**src/rtl/fetch_ctrl.sv**
```systemverilog
// Instruction fetch sequencer: owns the fetch PC, issues one imem request at a time,
// holds the returned instruction for decode, and discards responses made stale by redirects.
module fetch_ctrl #(
  parameter logic [63:0] RESET_PC = 64'h0000_0000_8000_0000
) (
  input  logic        clk,
  input  logic        rst,
  input  logic        redirect_valid,
  input  logic [63:0] redirect_pc,
  output logic        imem_req_valid,
  output logic [63:0] imem_req_addr,
  input  logic        imem_req_ready,
  input  logic        imem_resp_valid,
  input  logic [31:0] imem_resp_data,
  output logic        fetch_o_valid,
  input  logic        fetch_o_ready,
  output logic [63:0] fetch_o_pc,
  output logic [31:0] fetch_o_instr,
  output logic [63:0] fetch_o_pre_pc,
  output logic [31:0] fetch_o_drop_cnt
);

  typedef enum logic [1:0] {
    S_REQ  = 2'd0,
    S_WAIT = 2'd1,
    S_HOLD = 2'd2,
    S_DROP = 2'd3
  } state_t;

  state_t      state_reg;
  logic [63:0] pc_reg;
  logic [63:0] out_pc_reg;
  logic [31:0] out_instr_reg;
  logic [31:0] drop_cnt_reg;
  logic        req_valid_reg;
  logic        out_valid_reg;
  logic [63:0] redirect_aligned;

  // Low two bits of a redirect target are forced to zero so every request is word aligned.
  assign redirect_aligned = redirect_pc & ~64'h3;

  always_ff @(posedge clk) begin
    if (rst) begin
      state_reg     <= S_REQ;
      pc_reg        <= RESET_PC;
      out_pc_reg    <= 64'd0;
      out_instr_reg <= 32'd0;
      drop_cnt_reg  <= 32'd0;
      req_valid_reg <= 1'b1;
      out_valid_reg <= 1'b0;
    end else begin
      case (state_reg)
        S_REQ: begin
          if (imem_req_ready) begin
            req_valid_reg <= 1'b0;
            if (redirect_valid) begin
              pc_reg    <= redirect_aligned;
              state_reg <= S_DROP;
            end else begin
              state_reg <= S_WAIT;
            end
          end else if (redirect_valid) begin
            pc_reg <= redirect_aligned;
          end
        end
        S_WAIT: begin
          if (redirect_valid) begin
            pc_reg <= redirect_aligned;
            if (imem_resp_valid) begin
              drop_cnt_reg  <= drop_cnt_reg + 32'd1;
              state_reg     <= S_REQ;
              req_valid_reg <= 1'b1;
            end else begin
              state_reg <= S_DROP;
            end
          end else if (imem_resp_valid) begin
            out_pc_reg    <= pc_reg;
            out_instr_reg <= imem_resp_data;
            state_reg     <= S_HOLD;
            out_valid_reg <= 1'b1;
          end
        end
        S_HOLD: begin
          // A redirect overrides the sequential next PC even when decode accepts.
          if (redirect_valid || fetch_o_ready) begin
            pc_reg        <= redirect_valid ? redirect_aligned : pc_reg + 64'd4;
            state_reg     <= S_REQ;
            req_valid_reg <= 1'b1;
            out_valid_reg <= 1'b0;
          end
        end
        S_DROP: begin
          if (redirect_valid) begin
            pc_reg <= redirect_aligned;
          end
          if (imem_resp_valid) begin
            drop_cnt_reg  <= drop_cnt_reg + 32'd1;
            state_reg     <= S_REQ;
            req_valid_reg <= 1'b1;
          end
        end
        default: begin
          state_reg     <= S_REQ;
          req_valid_reg <= 1'b1;
          out_valid_reg <= 1'b0;
        end
      endcase
    end
  end

  assign imem_req_valid   = req_valid_reg;
  assign imem_req_addr    = pc_reg;
  assign fetch_o_valid    = out_valid_reg;
  assign fetch_o_pc       = out_pc_reg;
  assign fetch_o_instr    = out_instr_reg;
  assign fetch_o_pre_pc   = out_pc_reg + 64'd4;
  assign fetch_o_drop_cnt = drop_cnt_reg;

endmodule

```
**config.mk**
```make
export PLATFORM = sky130hd
export DESIGN_NAME = fetch_ctrl
export DESIGN_NICKNAME = d
export VERILOG_FILES = /design/src/rtl/fetch_ctrl.sv
export SDC_FILE = /design/constraint.sdc
export NUM_CORES = 1
export LEC_CHECK = 0
export ABC_AREA = 1
export BUFFER_PORTS_ARGS = -buffer_cell sky130_fd_sc_hd__buf_2
export CAP_MARGIN = 40
export CORE_MARGIN = 2
export CORE_UTILIZATION = 40
export CTS_CLUSTER_SIZE = 40
export DETAILED_ROUTE_END_ITERATION = 8
export PLACE_DENSITY_LB_ADDON = 0.2
export SKIP_LAST_GASP = 1
export SLEW_MARGIN = 20
export SYNTH_ARGS = -nofsm -noshare
export SYNTH_HDL_FRONTEND = slang
export SYNTH_SLANG_ARGS = --single-unit
```
**constraint.sdc**
```tcl
create_clock -name clk -period 3.2 [get_ports clk]
set_clock_uncertainty 0.05 [all_clocks]
set_input_delay 0.32 -clock clk [delete_from_list [all_inputs] [get_ports clk]]
set_output_delay 0.32 -clock clk [all_outputs]
set_load 0.1 [all_outputs]
```
Word-level counts from Yosys, hierarchy flattened. Index checks and enable logic that the tools add are counted.

Bits in registers: 196. Input port bits: 102. Output and inout port bits: 258. Logic and storage cells: 57.

Add/sub/neg operators: 3. Eq/ne operators: 11. Muxes and demuxes: 24. Bitwise operators: 1. Reduce and logical (&&, ||, !) cells: 11.

Operators with widths (count): $mux W64 (3); $add A64 B3 Y64 const B (2); $pmux W64 S2 (1); $mux W32 (2); $pmux W32 S2 (1); $add A32 B1 Y32 const B (1); $mux W2 (7); $ne A2 B2 Y1 const B (6); $pmux W2 S4 (1); $reduce_and A4 Y1 (2); $mux W1 (7); $reduce_and A3 Y1 (2); $eq A2 B2 Y1 const B (2); $pmux W1 S4 (1); $reduce_and A2 Y1 (2); $reduce_bool A2 Y1 (2); $ne A3 B3 Y1 const B (1); $reduce_or A3 Y1 (1); $eq A2 B1 Y1 const B (1); $logic_not A2 Y1 (1); $ne A2 B1 Y1 const B (1); $pmux W1 S2 (1); $logic_or A1 B1 Y1 (1); $not A1 Y1 (1).

Depth between registers and ports, before layout. Gate-level depths: netlist of the first run.

Word-level depth: 4. Depth in mapped cells: 12. Gate-level depth less buffers: 12.

Worst setup path after synthesis of the first run. OpenSTA, ideal clock, no wires.

Path type: register -> output. Start: register out_pc_reg[2] (netlist: fetch_o_pc[2]). End: output fetch_o_pre_pc[51]. Arrival time: 3.712 ns. Data required time: 2.830 ns. Setup slack: -0.882 ns. Stages on the path, launching flop included: 5. Path buffers: 0. Path through: dfxtp_1 inv_1 nor3_1 nand3_1 xnor2_1.

Longest elaborated chain between the ends: 1.

RTL lines: start, declared (line 32) `logic [63:0] out_pc_reg;`; start signal, assigned (line 77) `out_pc_reg <= pc_reg;`; $add A64 B3 Y64 (line 116) `assign fetch_o_pre_pc = out_pc_reg + 64'd4;`; end, declared (line 19) `output logic [63:0] fetch_o_pre_pc,`.

No other way between the ends.

Worst setup path after layout of the first run.
Start: register out_pc_reg[3] (netlist: fetch_o_pc[3]). End: output fetch_o_pre_pc[48].

Same word-level chain as after synthesis.

==> metrics.yaml, run 1 <==
setup_path:
  r2r_end: "imem_req_addr[40]$_SDFFE_PP0P_"
  crit_fanout: 5
  cp.arrival_ps: 2700
  rrSetupSlack_ps: 840
  crit_required_ps: 2830
  r2r_cells: 9
  path_class: "reg -> out"
  r2r-start: "imem_req_addr[3]$_SDFFE_PP0P_"
  endpoint_kind: "output pin"
  cp_slowest_cell: "buf_2"
  crit_chain: "ha_1 -> nand3_2 -> inv_2 -> nand2_1 -> nor2_1 -> nand3_1 -> xor2_2 -> buf_2"
  slowest_delay_ps: 440
  startpoint_type: "register"
synthesis:
  synth_top_area_cell: "dfxtp_1"
  synth_edf_count: 0
  synth-warning-count: 0
  synthMostInstantiatedCell: "nand2_1"
  syn_avg_cell_area_um2: 6.24
  ys_types: 51
  synth_top_area_share_pct: 31.7
  synth-seq-cells: 192
  syn_inst: 1941
  yosys-top-cells-count: "nand2_1, nor2_1, dfxtp_1, inv_1, o21ai_0"
  synth_area_um2: 12100
  ys_seq_area_share_pct: 31.7
  synth_area_leaders: "dfxtp_1, nand2_1, nor2_1, o21ai_0, inv_1"
  synth_ff_type: "dfxtp_1"
  synth-async-reset-ratio_pct: 0
route:
  drc_errors: 0
  ant_nets: 0
  wirelength_um: 52000
  detail_route.vias_per_cell: 5.33
  dr.pass1.iters: 6
  via_count: 14325
  routedWlPerCell_um: 19.3
  drt_iter0_markers: 1209
sta:
  max_freq_ghz: 0.326
  worst_slew_pin_slew_ps: 605
  layout_min_cycle_time_ps: 3070
  min_period_over_period_pct: 96.0
  maxSlewHeadroom_pct: 59.6
  rsz0062_at_grt: "true"
  finalHoldViolCount: 0
  layout_setup_ws_ps: 128
  slew_viol_final: 0
  setup_viol: 0
floorplan:
  io_pins: 360
  rows: 63
  dieArea_um2: 31700
  initial_core_util_pct: 40.8
  die_w_um: 178
  chipHeight_um: 178
  core-area_um2: 29700
clocking:
  cts_tree: "yes"
  clockBufferDepth: 2
  cts_buffers: 17
  clock_latency_ps: 450
  clk_pin_slew_ps: 70
  post_cts_buffers: 0
  cts.sinks: 192
  cts-hold-fix-buffers: 0
  cts_root_buf: "clkbuf_16"
  htree_num_levels: 4
placement:
  dp_hpwl_um: 42100
  port_buffers: 351
  dpl_worst_slack_ps: 422
  globalplace.congestion: 0.968
global_route:
  antenna_found_initial: 1
  grt_pass1_vias: 13342
  grt_use_total_pct: 32.2
  overflow: 0
  grt_pass1_wl_um: 76700
  grt_max_degree: 132
cells_and_area:
  area_growth_pct: 29.5
  fillers: 3079
  drive_above_1_share_pct: 25.0
  multiInputGateArea_um2: 7780
  antennaDiodeCount: 0
  regArea_um2: 3850
  final_util_pct: 52.8
  nets: 2389
min_path:
  holdCritStartpoint: "imem_resp_data[24]"
  worstHoldEndpoint: "fetch_o_instr[24]$_SDFFE_PP0P_"
  holdPathStages: 3
  hp-class: "in -> reg"
run_status:
  outcome: "completed"
pwr:
  irDropWorstVdd_v: 0.000328
  power_density_nw_per_um2: 537
  leakage_nw: 7.03
job:
  max_cap_viol_count: 0
power by group:
part	switching, mW	leakage [nW]	internal, mW	total (mW)
Combinational	2.70	5.17	0.556	3.26
Sequential	0.319	1.57	2.59	2.91
Clock	0.980	0.294	1.28	2.26
Total	4.00	7.03	4.43	8.43
per-stage QoR:
step | instances | total power, mW | hold slack [ps] | instance area, um^2 | setup TNS [ps]
CTS | 2687 | 8.43 | 30.1 | 15600 | 0
detailed placement | 2655 | 6.19 | 418 | 15000 | 0
floorplan | 1946 | 5.48 | 405 | 12700 | -3500
global route | 2687 | 8.72 | 35.1 | 15700 | -20.9
finish | 2687 | 8.43 | 42.4 | 15700 | 0
global placement | 2655 | 6.16 | 408 | 15000 | 0
placed cells by master (no fill, tap or decap), drive strengths merged, types with 2 or more instances in the layout:
cell type	count
o21bai	2
xor2	47
xnor2	24
ha	3
o31ai	2
dfxtp	192
o221ai	12
nor4	4
o211ai	3
conb	6
a21oi	127
a211oi	2
clkinvlp	2
clkinv	5
and2	2
nor3	54
clkbuf	28
nand3	122
inv	206
nand3b	2
o22ai	2
nand2	427
nor2	412
o21ai	164
nand4	41
bufinv	3
buf	388
a31oi	4
critical path, delay by kind of cell, from the launching register on:
| kind | cells | cell delay (ps) |
|---|---|---|
| and+or+nand+nor | 4 | 930 |
| buffers and inverters | 2 | 570 |
| DFF | 1 | 380 |
| adders and majority gates | 1 | 200 |
| xor gates and xnor gates | 1 | 170 |
area by class of cell:
| type | count | area share (%) |
|---|---|---|
| sequential | 192 | 24.5 |
| inverter | 205 | 4.91 |
| clock buffer | 21 | 2.93 |
| multi-input combinational | 1473 | 49.6 |
| clock inverter | 11 | 0.981 |
| timing repair buffer | 395 | 14.0 |
| tap | 390 | 3.11 |
worst max-delay path by stage:
| stage | endpoint | startpoint |
|---|---|---|
| after floorplan | fetch_o_pre_pc[25] | fetch_o_pc[5]$_SDFFE_PP0P_ |
| after global placement | fetch_o_pre_pc[59] | fetch_o_pc[16]$_SDFFE_PP0P_ |
| after detailed placement | fetch_o_pre_pc[60] | fetch_o_pc[13]$_SDFFE_PP0P_ |
| after CTS | fetch_o_pre_pc[58] | fetch_o_pc[18]$_SDFFE_PP0P_ |
| after global routing | fetch_o_pre_pc[58] | fetch_o_pc[18]$_SDFFE_PP0P_ |
| final | fetch_o_pre_pc[48] | fetch_o_pc[3]$_SDFFE_PP0P_ |
layer usage:
layer | vias up | track usage, % | wire length, um
met5 | - | 0 | 11
li1 | 6931 | - | -
met4 | 2 | 14.3 | 2240
met1 | 6660 | 42.0 | 22200
met3 | 91 | 4.48 | 3770
met2 | 641 | 53.0 | 23700
cell families (layout without fill, tap and decap cells):
logic type	count (synthesis)	count (layout)	share of synthesized area, %
AND/OR/NAND/NOR	1065	1065	39.1
AO/OA/AOI/OAI	328	328	14.5
buffers and inverters	281	632	9.28
flip-flops	192	192	31.7
XOR/XNOR	71	71	5.13
adder cells (fa/ha/maj)	3	3	0.310
other	1	6	0.0309
repair_timing:
action / CTS / global route
pin swaps: 0 / 0
setup endpoints to repair: 7 / 17
resized for setup: 7 / 16
Note: power is estimated with default switching activity, not from simulation.
==> run 2: changes to the inputs <==
- RECOVER_POWER: not set -> 50
==> run 2 against run 1 <==
Against the previous run: power shrank 0.65%; global-route usage is the same; fmax shrank 0.32%; largest cell class unchanged; sequential cell count is the same; design area shrank 1.6%; critical endpoint is now fetch_o_pre_pc[51]; clock power is essentially flat; cell count is the same; die area is the same.
==> metrics.yaml, run 2 (synthesized netlist as in run 1, its figures left out) <==
clocking:
  cts_tree: "yes"
  post_cts_buffers: 0  # unchanged
  clockBufferDepth: 2  # unchanged
  clk_pin_slew_ps: 70  # about the same
  htree_num_levels: 4  # unchanged
  cts.sinks: 192  # unchanged
  cts_root_buf: "clkbuf_16"
  clock_latency_ps: 440  # about the same
  cts-hold-fix-buffers: 0  # unchanged
  cts_buffers: 17  # unchanged
cells_and_area:
  nets: 2389  # unchanged
  fillers: 3167  # +2.9%
  antennaDiodeCount: 0  # unchanged
  area_growth_pct: 27.4
  layout_commonest_cell: "nand2_1"
  drive_above_1_share_pct: 17.5  # -7.5 points
  final_cell_mix: "nand2_1, nor2_1, inv_1"
sta:
  maxSlewHeadroom_pct: 15.1  # -45 points
  min_period_over_period_pct: 96.3  # +0.31 points
  layout_min_cycle_time_ps: 3080  # +9.80 ps
  setup_viol: 0  # unchanged
  slew_viol_final: 0  # unchanged
  finalHoldViolCount: 0  # unchanged
  max_freq_ghz: 0.324  # -0.32%
  rsz0062_at_grt: "true"
  worst_slew_pin_slew_ps: 1280  # +675 ps
  layout_setup_ws_ps: 118  # -9.80 ps
placement:
  dpl_worst_slack_ps: 422  # unchanged
  port_buffers: 351  # unchanged
  globalplace.congestion: 0.968  # unchanged
  dp_hpwl_um: 42100  # unchanged
route:
  detail_route.vias_per_cell: 5.30  # -0.66%
  routedWlPerCell_um: 19.3  # about the same
  wirelength_um: 51900  # about the same
  via_count: 14230  # -0.66%
  dr.pass1.iters: 7  # +1
  drt_iter0_markers: 1211  # +0.17%
  drc_errors: 0  # unchanged
  ant_nets: 0  # unchanged
pwr:
  internal-power_mw: 4.38  # -1.1%
  switchingPower_mw: 3.99  # -0.11%
  p_comb_share_pct: 38.2  # -0.4 points
  finalPower_mw: 8.37  # -0.65%
  clkPwrFrac_pct: 27.0  # +0.2 points
  seqPwrFrac_pct: 34.8  # +0.3 points
  sw_frac_of_total_pct: 47.7  # +0.26 points
  power_density_nw_per_um2: 542  # +1.0%
  irDropWorstVdd_v: 0.000325  # -0.77%
  leakage_nw: 6.38  # -9.3%
setup_path:
  crit_fanout: 6  # +1
  rrSetupSlack_ps: 700  # -140 ps
  crit_required_ps: 2830  # about the same
  endpoint_kind: "output pin"
  cp.arrival_ps: 2710  # about the same
  path_class: "reg -> out"
  startpoint_type: "register"
global_route:
  antenna_found_initial: 1  # unchanged
  overflow: 0  # unchanged
  grt_max_degree: 132  # unchanged
  grt_pass1_vias: 13342  # unchanged
  grt_pass1_wl_um: 76700  # unchanged
  grt_use_total_pct: 32.2  # unchanged
floorplan:
  initial_core_util_pct: 40.8  # unchanged
  chipHeight_um: 178  # unchanged
  dieArea_um2: 31700  # unchanged
  rows: 63  # unchanged
  io_pins: 360  # unchanged
  core-area_um2: 29700  # unchanged
  die_w_um: 178  # unchanged
job:
  max_cap_viol_count: 0  # unchanged
min_path:
  hp-class: "in -> reg"
run_status:
  outcome: "completed"
[run 2: through the flow]
| stage | std cells | area, um^2 | setup TNS [ps] | hold WS (ps) | util (%) |
|---|---|---|---|---|---|
| global placement | 2655 | 15000 | 0 | 408 | 50.5 |
| global route | 2687 | 15400 | -20.9 | 35.1 | 51.9 |
| CTS | 2687 | 15600 | 0 | 30.1 | 52.6 |
| detailed placement | 2655 | 15000 | 0 | 418 | 50.5 |
| finish | 2687 | 15400 | 0 | 42.3 | 51.9 |
| floorplan | 1946 | 12700 | -3500 | 405 | - |
[run 2: worst paths after layout]
path | startpoint | to | depth (start not counted)
min | imem_resp_data[24] | fetch_o_instr[24]$_SDFFE_PP0P_ | 3
max reg2reg | state_reg[1]$_SDFFE_PP0P_ | fetch_o_drop_cnt[22]$_SDFFE_PP0P_ | 11
max | fetch_o_pc[16]$_SDFFE_PP0P_ | fetch_o_pre_pc[51] | 7
min reg2reg | imem_req_valid$_SDFFE_PP1P_ | imem_req_valid$_SDFFE_PP1P_ | 2
[run 2: cell type report]
class / instances / area (um^2) / share of cell area [%]
clock buffer: 21 / 460 / 2.98
clock inverter: 11 / 154 / 0.997
inverter: 205 / 771 / 4.99
multi-input combinational: 1473 / 7740 / 50.1
sequential: 192 / 3850 / 24.9
tap: 390 / 488 / 3.16
timing repair buffer: 395 / 1980 / 12.8
[run 2: critical path, cell delays in order, from the launching register on]
cell and delay [ps]:
dfxtp_1 520, inv_1 100, nor3_1 340, nand2_1 170, nor3_1 300, nand3_1 230
xnor2_2 170, buf_2 440
[run 2: repair_timing]
item                       CTS  global route
setup endpoints to repair    7            17
hold endpoints to repair     0             0
gates resized for setup      7            16
gates cloned                 0             0
[run 2: per-layer routing]
metal  share of wire [%]  track usage [%]  routed length [um]  up-vias
met3                 7.0             4.48                3640       87
met1                  43             42.0               22400     6588
met4                 4.3             14.3                2250        2
met2                  45             53.0               23600      623
li1                    -                -                   -     6930
met5               0.021                0                  11        -
[run 2: power groups by stage]
| stage | Clock (mW) | Sequential, mW | Combinational (mW) |
|---|---|---|---|
| final | 2.26 | 2.91 | 3.20 |
| after global routing | 2.39 | 2.94 | 3.34 |
| after CTS | 2.29 | 2.90 | 3.24 |
| after detailed placement | 0 | 2.95 | 3.23 |
| after global placement | 0 | 2.95 | 3.22 |
| after floorplan | 0 | 4.25 | 1.22 |
